File: src/rtl/color_id_compositor_pkg.sv
// Shared palette indices and types for the ColorId compositor.
package zc_color_pkg;

  typedef logic [5:0] color_id_t;

  localparam color_id_t  COL_BLACK     = 6'd0;
  localparam color_id_t  COL_BG        = 6'd22;
  localparam color_id_t  COL_HP        = 6'd23;
  localparam color_id_t  COL_RED       = 6'd24;
  localparam logic [4:0] TRANSP_ID_DEF = 5'd31;

  typedef enum logic {
    FL_IDLE  = 1'b0,
    FL_FLASH = 1'b1
  } flash_state_t;

endpackage

File: src/rtl/color_id_compositor_hit_flash_ctrl.sv
// Hit-flash controller: counts down frames after a hit and blinks on odd counts.
module hit_flash_ctrl
  import zc_color_pkg::*;
#(
  parameter int FLASH_FRAMES = 8
) (
  input  logic Clk,
  input  logic Reset,
  input  logic hit,
  input  logic frame_start,
  output logic flash_on
);

  flash_state_t state_q, state_d;
  logic [3:0]   cnt_q, cnt_d;
  logic         flash_on_q, flash_on_d;

  // Next-state: a hit always reloads (even over frame_start); frames count down.
  always_comb begin
    state_d = state_q;
    cnt_d   = cnt_q;
    if (hit) begin
      cnt_d   = 4'(FLASH_FRAMES);
      state_d = FL_FLASH;
    end else if (frame_start && (state_q == FL_FLASH)) begin
      cnt_d = cnt_q - 4'd1;
      if (cnt_d == 4'd0) begin
        state_d = FL_IDLE;
      end
    end
    flash_on_d = (state_d == FL_FLASH) && cnt_d[0];
  end

  // State, counter and registered blink output.
  always_ff @(posedge Clk) begin
    if (Reset) begin
      state_q    <= FL_IDLE;
      cnt_q      <= 4'd0;
      flash_on_q <= 1'b0;
    end else begin
      state_q    <= state_d;
      cnt_q      <= cnt_d;
      flash_on_q <= flash_on_d;
    end
  end

  assign flash_on = flash_on_q;

endmodule

File: src/rtl/color_id_compositor.sv
// Per-pixel compositor: HP bar over player sprite over background, latency 3.
module color_id_compositor
  import zc_color_pkg::*;
#(
  parameter int SPR_W        = 32,
  parameter int SPR_H        = 32,
  parameter int ADDR_W       = 10,
  parameter int HP_X0        = 20,
  parameter int HP_Y0        = 10,
  parameter int HP_H         = 8,
  parameter int HP_MAX       = 100,
  parameter int FLASH_FRAMES = 8,
  parameter int TRANSP_ID    = 31
) (
  input  logic              Clk,
  input  logic              Reset,
  input  logic              frame_start,
  input  logic              pix_valid,
  input  logic [9:0]        DrawX,
  input  logic [9:0]        DrawY,
  input  logic [9:0]        player_x,
  input  logic [9:0]        player_y,
  input  logic [6:0]        hp,
  input  logic              hit,
  output logic [ADDR_W-1:0] rom_addr,
  input  logic [4:0]        rom_data,
  output logic [5:0]        ColorId,
  output logic              ColorId_valid
);

  localparam logic [11:0] HP_X_LO = 12'(HP_X0);
  localparam logic [11:0] HP_X_HI = 12'(HP_X0 + 2 * HP_MAX);
  localparam logic [11:0] HP_Y_LO = 12'(HP_Y0);
  localparam logic [11:0] HP_Y_HI = 12'(HP_Y0 + HP_H);
  localparam logic [6:0]  HP_CAP  = 7'(HP_MAX);
  localparam logic [4:0]  TRANSP  = 5'(TRANSP_ID);

  logic              flash_on;

  logic [9:0]        px_q, px_d, py_q, py_d;
  logic signed [10:0] dx, dy;
  logic              in_spr, in_hp, hp_green;
  logic [6:0]        hp_c;
  logic [11:0]       hp_limit, x12, y12;

  logic [ADDR_W-1:0] rom_addr_q, rom_addr_d;
  logic              vld_p1_q, vld_p1_d, vld_p2_q, vld_p2_d;
  logic              in_spr_p1_q, in_spr_p1_d, in_spr_p2_q, in_spr_p2_d;
  logic              in_hp_p1_q, in_hp_p1_d, in_hp_p2_q, in_hp_p2_d;
  logic              green_p1_q, green_p1_d, green_p2_q, green_p2_d;
  color_id_t         color_p3_q, color_p3_d;
  logic              vld_p3_q, vld_p3_d;

  hit_flash_ctrl #(
    .FLASH_FRAMES(FLASH_FRAMES)
  ) u_flash (
    .Clk        (Clk),
    .Reset      (Reset),
    .hit        (hit),
    .frame_start(frame_start),
    .flash_on   (flash_on)
  );

  // Latch the player position once per frame so the sprite never tears.
  always_comb begin
    px_d = px_q;
    py_d = py_q;
    if (frame_start) begin
      px_d = player_x;
      py_d = player_y;
    end
  end

  // S1: geometry tests and sprite ROM address.
  always_comb begin
    dx       = $signed({1'b0, DrawX}) - $signed({1'b0, px_q});
    dy       = $signed({1'b0, DrawY}) - $signed({1'b0, py_q});
    in_spr   = !dx[10] && (dx[9:0] < 10'(SPR_W)) &&
               !dy[10] && (dy[9:0] < 10'(SPR_H));
    x12      = {2'b00, DrawX};
    y12      = {2'b00, DrawY};
    in_hp    = (y12 >= HP_Y_LO) && (y12 < HP_Y_HI) &&
               (x12 >= HP_X_LO) && (x12 < HP_X_HI);
    hp_c     = (hp > HP_CAP) ? HP_CAP : hp;
    hp_limit = HP_X_LO + {4'b0000, hp_c, 1'b0};
    hp_green = x12 < hp_limit;

    rom_addr_d  = rom_addr_q;
    if (in_spr) begin
      rom_addr_d = ADDR_W'(32'(dy[9:0]) * SPR_W + 32'(dx[9:0]));
    end
    vld_p1_d    = pix_valid;
    in_spr_p1_d = in_spr;
    in_hp_p1_d  = in_hp;
    green_p1_d  = hp_green;
  end

  // S2: ROM data arrives; flags wait one stage to line up with it.
  always_comb begin
    vld_p2_d    = vld_p1_q;
    in_spr_p2_d = in_spr_p1_q;
    in_hp_p2_d  = in_hp_p1_q;
    green_p2_d  = green_p1_q;
  end

  // S3: priority select HP bar > opaque sprite > background.
  always_comb begin
    vld_p3_d   = vld_p2_q;
    color_p3_d = COL_BG;
    if (!vld_p2_q) begin
      color_p3_d = COL_BLACK;
    end else if (in_hp_p2_q) begin
      color_p3_d = green_p2_q ? COL_HP : COL_RED;
    end else if (in_spr_p2_q && (rom_data != TRANSP)) begin
      color_p3_d = flash_on ? COL_RED : {1'b0, rom_data};
    end
  end

  // Control state: position latch, ROM address, valid chain and output.
  always_ff @(posedge Clk) begin
    if (Reset) begin
      px_q       <= 10'd0;
      py_q       <= 10'd0;
      rom_addr_q <= '0;
      vld_p1_q   <= 1'b0;
      vld_p2_q   <= 1'b0;
      vld_p3_q   <= 1'b0;
      color_p3_q <= COL_BLACK;
    end else begin
      px_q       <= px_d;
      py_q       <= py_d;
      rom_addr_q <= rom_addr_d;
      vld_p1_q   <= vld_p1_d;
      vld_p2_q   <= vld_p2_d;
      vld_p3_q   <= vld_p3_d;
      color_p3_q <= color_p3_d;
    end
  end

  // Data flags ride alongside the valid chain and need no reset.
  always_ff @(posedge Clk) begin
    in_spr_p1_q <= in_spr_p1_d;
    in_hp_p1_q  <= in_hp_p1_d;
    green_p1_q  <= green_p1_d;
    in_spr_p2_q <= in_spr_p2_d;
    in_hp_p2_q  <= in_hp_p2_d;
    green_p2_q  <= green_p2_d;
  end

  assign rom_addr      = rom_addr_q;
  assign ColorId       = color_p3_q;
  assign ColorId_valid = vld_p3_q;

endmodule

File: config.mk
export PLATFORM = sky130hd
export DESIGN_NAME = color_id_compositor
export DESIGN_NICKNAME = d
export VERILOG_FILES = /design/src/rtl/color_id_compositor_pkg.sv /design/src/rtl/color_id_compositor_hit_flash_ctrl.sv /design/src/rtl/color_id_compositor.sv
export SDC_FILE = /design/constraint.sdc
export NUM_CORES = 1
export LEC_CHECK = 0
export CAP_MARGIN = 10
export CORE_MARGIN = 8
export CORE_UTILIZATION = 40
export DETAILED_ROUTE_END_ITERATION = 8
export PLACE_DENSITY = 0.69
export SYNTH_ARGS = -nofsm -noshare
export SYNTH_HDL_FRONTEND = slang
export SYNTH_SLANG_ARGS = --single-unit
File: constraint.sdc
create_clock -name Clk -period 4.05 [get_ports Clk]
set_input_delay 0.6075 -clock Clk [delete_from_list [all_inputs] [get_ports Clk]]
set_output_delay 0.6075 -clock Clk [all_outputs]
set_load 0.1 [all_outputs]
==> impl_results.md <==
- CTS Root Buffer Type: clkbuf_8
- Setup slack, reg-to-reg: 0.98 ns
- Layout filler cell count: 770
- Ranking of synthesized cells by area: dfxtp_1 30%, ha_1 13%, mux2i_1 7.2%
- Max_cap viols: 0
- Antenna diode count: 0
- Met3 usage: 0.04251
- Vias after detailed routing: 2925
- H-tree depth: 2
- First-pass GRT wire length: 13660 um
- Core ar.: 8134 um2
- Synth top area share: 0.3000
- Crit path max-delay family: simple AND/OR/NAND/NOR gates
- Drt via density: 5.299
- Worst min path class: reg -> reg
- Clock skew: 0.008111 ns
- Slowest stage delay, CP: 0.49 ns
- RSZ-0062 raised after global routing: false
- Register Area: 1001 um2
- Critical path's slowest cell: clkdlybuf4s50_1
- Clk buf depth: 2
- Chip width: 107.3 um
- Final TNS setup: 0 ns
- Post-Route WL: 8236 um
- Worst-path maximum fanout: 4
- Primary FF master, synth: dfxtp_1
- Reg2Reg Launch Point: px_q[2]$_SDFFE_PP0P_
- R2r worst-path depth: 12
- Syn Nets: 470
- Setup bufs post-CTS: 0
- CP Data Arrival Time: 3.76 ns
- Crit path capture type: flip-flop
- Post-Syn Area: 3337 um2
- Synth Area per Inst: 8.875 um2
- Post-synthesis xor/xnor area fraction: 0.04724
- Final GP Congestion: 0.8237
- CTS Buf Count: 5
- Met2 Use GR: 0.2520
- GRT overflow: 0
- Startpoint types: input port
- Fin. max-slew vios: 0
- Final Hold Fails: 0
- PortBufs: 72
- Largest net degree at the start of global routing: 40
- Power per cell area: 299.3 nW/um2
- Final setup viols: 0
- Clock transition at path regs: 0.10 ns
- Synth area leader: dfxtp_1
- Clk_lat worst skew: 0.32 ns
- Synth Area in Simple Gates: 0.1871
- Post-synthesis sequential area ratio: 0.3000
- Seq cells post-synth: 50
- Netlist cell types: 61
- ANT nets after route: 0
- Post-Syn Instances: 376
- Max Fclk: 285.5 MHz
- Post-synth EDFFs: 0
- Post-DR wirelength/cell: 14.92 um
- Drt drc: 0
- Hold_buf cts: 0
- CP dominant cell by count: a21oi_1
- Status: completed
- Net count, final: 540
- Slew Limit Headroom: 0.3366
- YS warnings: 0
- Post-cts gate resize count: 0
- Hold Crit Start: green_p1_q$_DFF_P_
- Share of post-route cells with drive strength above 1: 0.06040
- Main combinational cell family by area after synthesis: compound AO/OA/AOI/OAI gates
- Hold Crit Endpoint: green_p2_q$_DFF_P_
- Adder-cell share of the synthesized area: 0.1455
- Chip Height: 107.3 um
- Bufs and invs on worst path: 1
- Post-DP Area: 4150 um2
- GRT Util Overall: 0.1455
- Worst hold path depth: 0
- WP data required: 4.30 ns
- Critical path, cell by cell: clkdlybuf4s50_1 -> ha_1 -> nor2b_1 -> o2111a_2 -> or4_4 -> and2_2 -> fa_1 -> a21o_1 -> a21oi_1 -> xnor2_1 -> nand4_1 -> a21oi_1
- DIE AREA: 11520 um2
- Layout area overhead: 27.33%
- CTS tree: yes
- DP Wirelength: 6676 um
- First-pass DRT Iterations: 4
- Maximum VDD drop: 0.1348 mV
- Compound-Gate Fraction of Synth Area: 0.1916
- Min Tclk post-route: 3.503 ns
- Multiplexer area fraction after synthesis: 0.07199
- Pleak: 1.741 nW
- Grt met1 use: 0.1712
- Worst Tran Pin Value: 0.9920 ns
- Vias in the first global route: 2980
- Initial Util: 0.4102
- Cell area after layout: 4249 um2
- I/O pin cnt: 74
- Final period utilization: 0.8650
- Most Crowded Layer GR: met2
- Area of the multi-input gates: 2155 um2
- Ys async rst share: 0
- Clock sink count: 50
- Critical path type: in -> reg
- Starting DRT DRC Count: 73
- End of the worst register-to-register path: rom_addr[9]$_SDFFE_PP0P_
- Cell Rows: 33
- Initial antenna violation count: 0
worst max-delay path by stage:
stage                                     endpoint     start  slack (ns)  cells past startpoint
final                     rom_addr[9]$_SDFFE_PP0P_  DrawX[2]        0.55                     12
after global routing      rom_addr[9]$_SDFFE_PP0P_  DrawX[2]        0.38                     12
after CTS                 rom_addr[9]$_SDFFE_PP0P_  DrawX[2]        0.56                     12
after detailed placement  rom_addr[9]$_SDFFE_PP0P_  DrawX[2]        0.23                     12
after global placement    rom_addr[9]$_SDFFE_PP0P_  DrawX[2]        0.29                     12
after floorplan           rom_addr[9]$_SDFFE_PP0P_  DrawX[4]        0.89                     11
cell type report:
type / instances / area share
well taps: 105 / 0.03092
inverters: 34 / 0.03004
multi-input cells: 281 / 0.5071
flip-flops and latches: 50 / 0.2356
clock buffers: 6 / 0.01943
clock inverters: 2 / 0.003828
repair buffers: 74 / 0.1731
sequential cells by signal, indices dropped and copies added, names as in the netlist, 4 cells and up:
register       cells
u_flash.cnt_q      4
ColorId            5
py_q              10
rom_addr          10
px_q              10
power by group:
| group | switching, mW | total [mW] | internal (mW) |
|---|---|---|---|
| Clock | 0.184 | 0.325 | 0.141 |
| Combinational | 0.225 | 0.427 | 0.202 |
| Sequential | 0.00998 | 0.520 | 0.510 |
| Total | 0.418 | 1.27 | 0.853 |
cell usage after synthesis (all sizes together) (3+ instances only):
| cell | instances |
|---|---|
| o31ai | 8 |
| xnor2 | 13 |
| nor3 | 10 |
| nor4 | 3 |
| inv | 34 |
| buf | 5 |
| a21o | 11 |
| mux2i | 24 |
| nand4 | 9 |
| ha | 34 |
| dfxtp | 50 |
| nor2b | 6 |
| o21a | 7 |
| nand2 | 9 |
| a31oi | 8 |
| xor2 | 5 |
| nand2b | 7 |
| a2111oi | 4 |
| o21ai | 11 |
| nand3 | 3 |
| clkbuf | 6 |
| or3 | 5 |
| or4 | 3 |
| nor2 | 38 |
| a21oi | 22 |
| a211oi | 5 |
| and4 | 5 |
| fa | 3 |
| nor3b | 3 |
| and3 | 3 |
worst register-to-register path, cell delays in order, from the launching register on:
cell      delay (ns)
dfxtp_1         0.34
inv_1           0.06
ha_1            0.33
nor2b_1         0.17
o2111a_2        0.26
or4_4           0.43
and2_2          0.23
fa_1            0.42
a21o_1          0.18
a21oi_1         0.17
xnor2_1         0.13
nand4_1         0.11
a21oi_1         0.17
metrics by stage:
stage	hold WS [ns]	std cells	worst slack [ns]	util	power (mW)
after floorplan	0.3096	376	0.8905	-	0.8312
after global placement	0.3129	544	0.2857	0.5102	0.9479
after detailed placement	0.3222	544	0.2258	0.5102	0.9578
after CTS	0.3450	552	0.5633	0.5224	1.286
after global routing	0.3507	552	0.3806	0.5224	1.352
final	0.3407	552	0.5469	0.5224	1.272
cells in the final DEF, fill, tap and decap left out, types with 6 or more instances in the layout:
master,n
clkdlybuf4s50_1,72
dfxtp_1,50
nor2_1,38
inv_1,34
ha_1,34
mux2i_1,24
a21oi_1,22
xnor2_1,13
o21ai_0,11
a21o_1,10
nand2_1,9
nor3_1,8
o31ai_1,8
a31oi_1,8
nand4_1,8
nand2b_1,7
o21a_1,6
nor2b_1,6
clkbuf_8,6
kinds of logic (layout without fill, tap and decap cells):
| family | Yosys count | in the layout |
|---|---|---|
| flip-flops | 50 | 50 |
| multiplexers | 24 | 24 |
| adder cells (fa/ha/maj) | 37 | 37 |
| XOR/XNOR | 18 | 18 |
| AND/OR/NAND/NOR | 109 | 109 |
| buffers and inverters | 45 | 116 |
| AO/OA/AOI/OAI | 91 | 91 |
| other | 2 | 2 |
metal layers:
layer	up-vias	part of all wire
li1	1507	-
met1	1335	0.46
met2	74	0.47
met3	9	0.053
met4	0	0.011
met5	-	0
(Power assumes the default switching activity.)
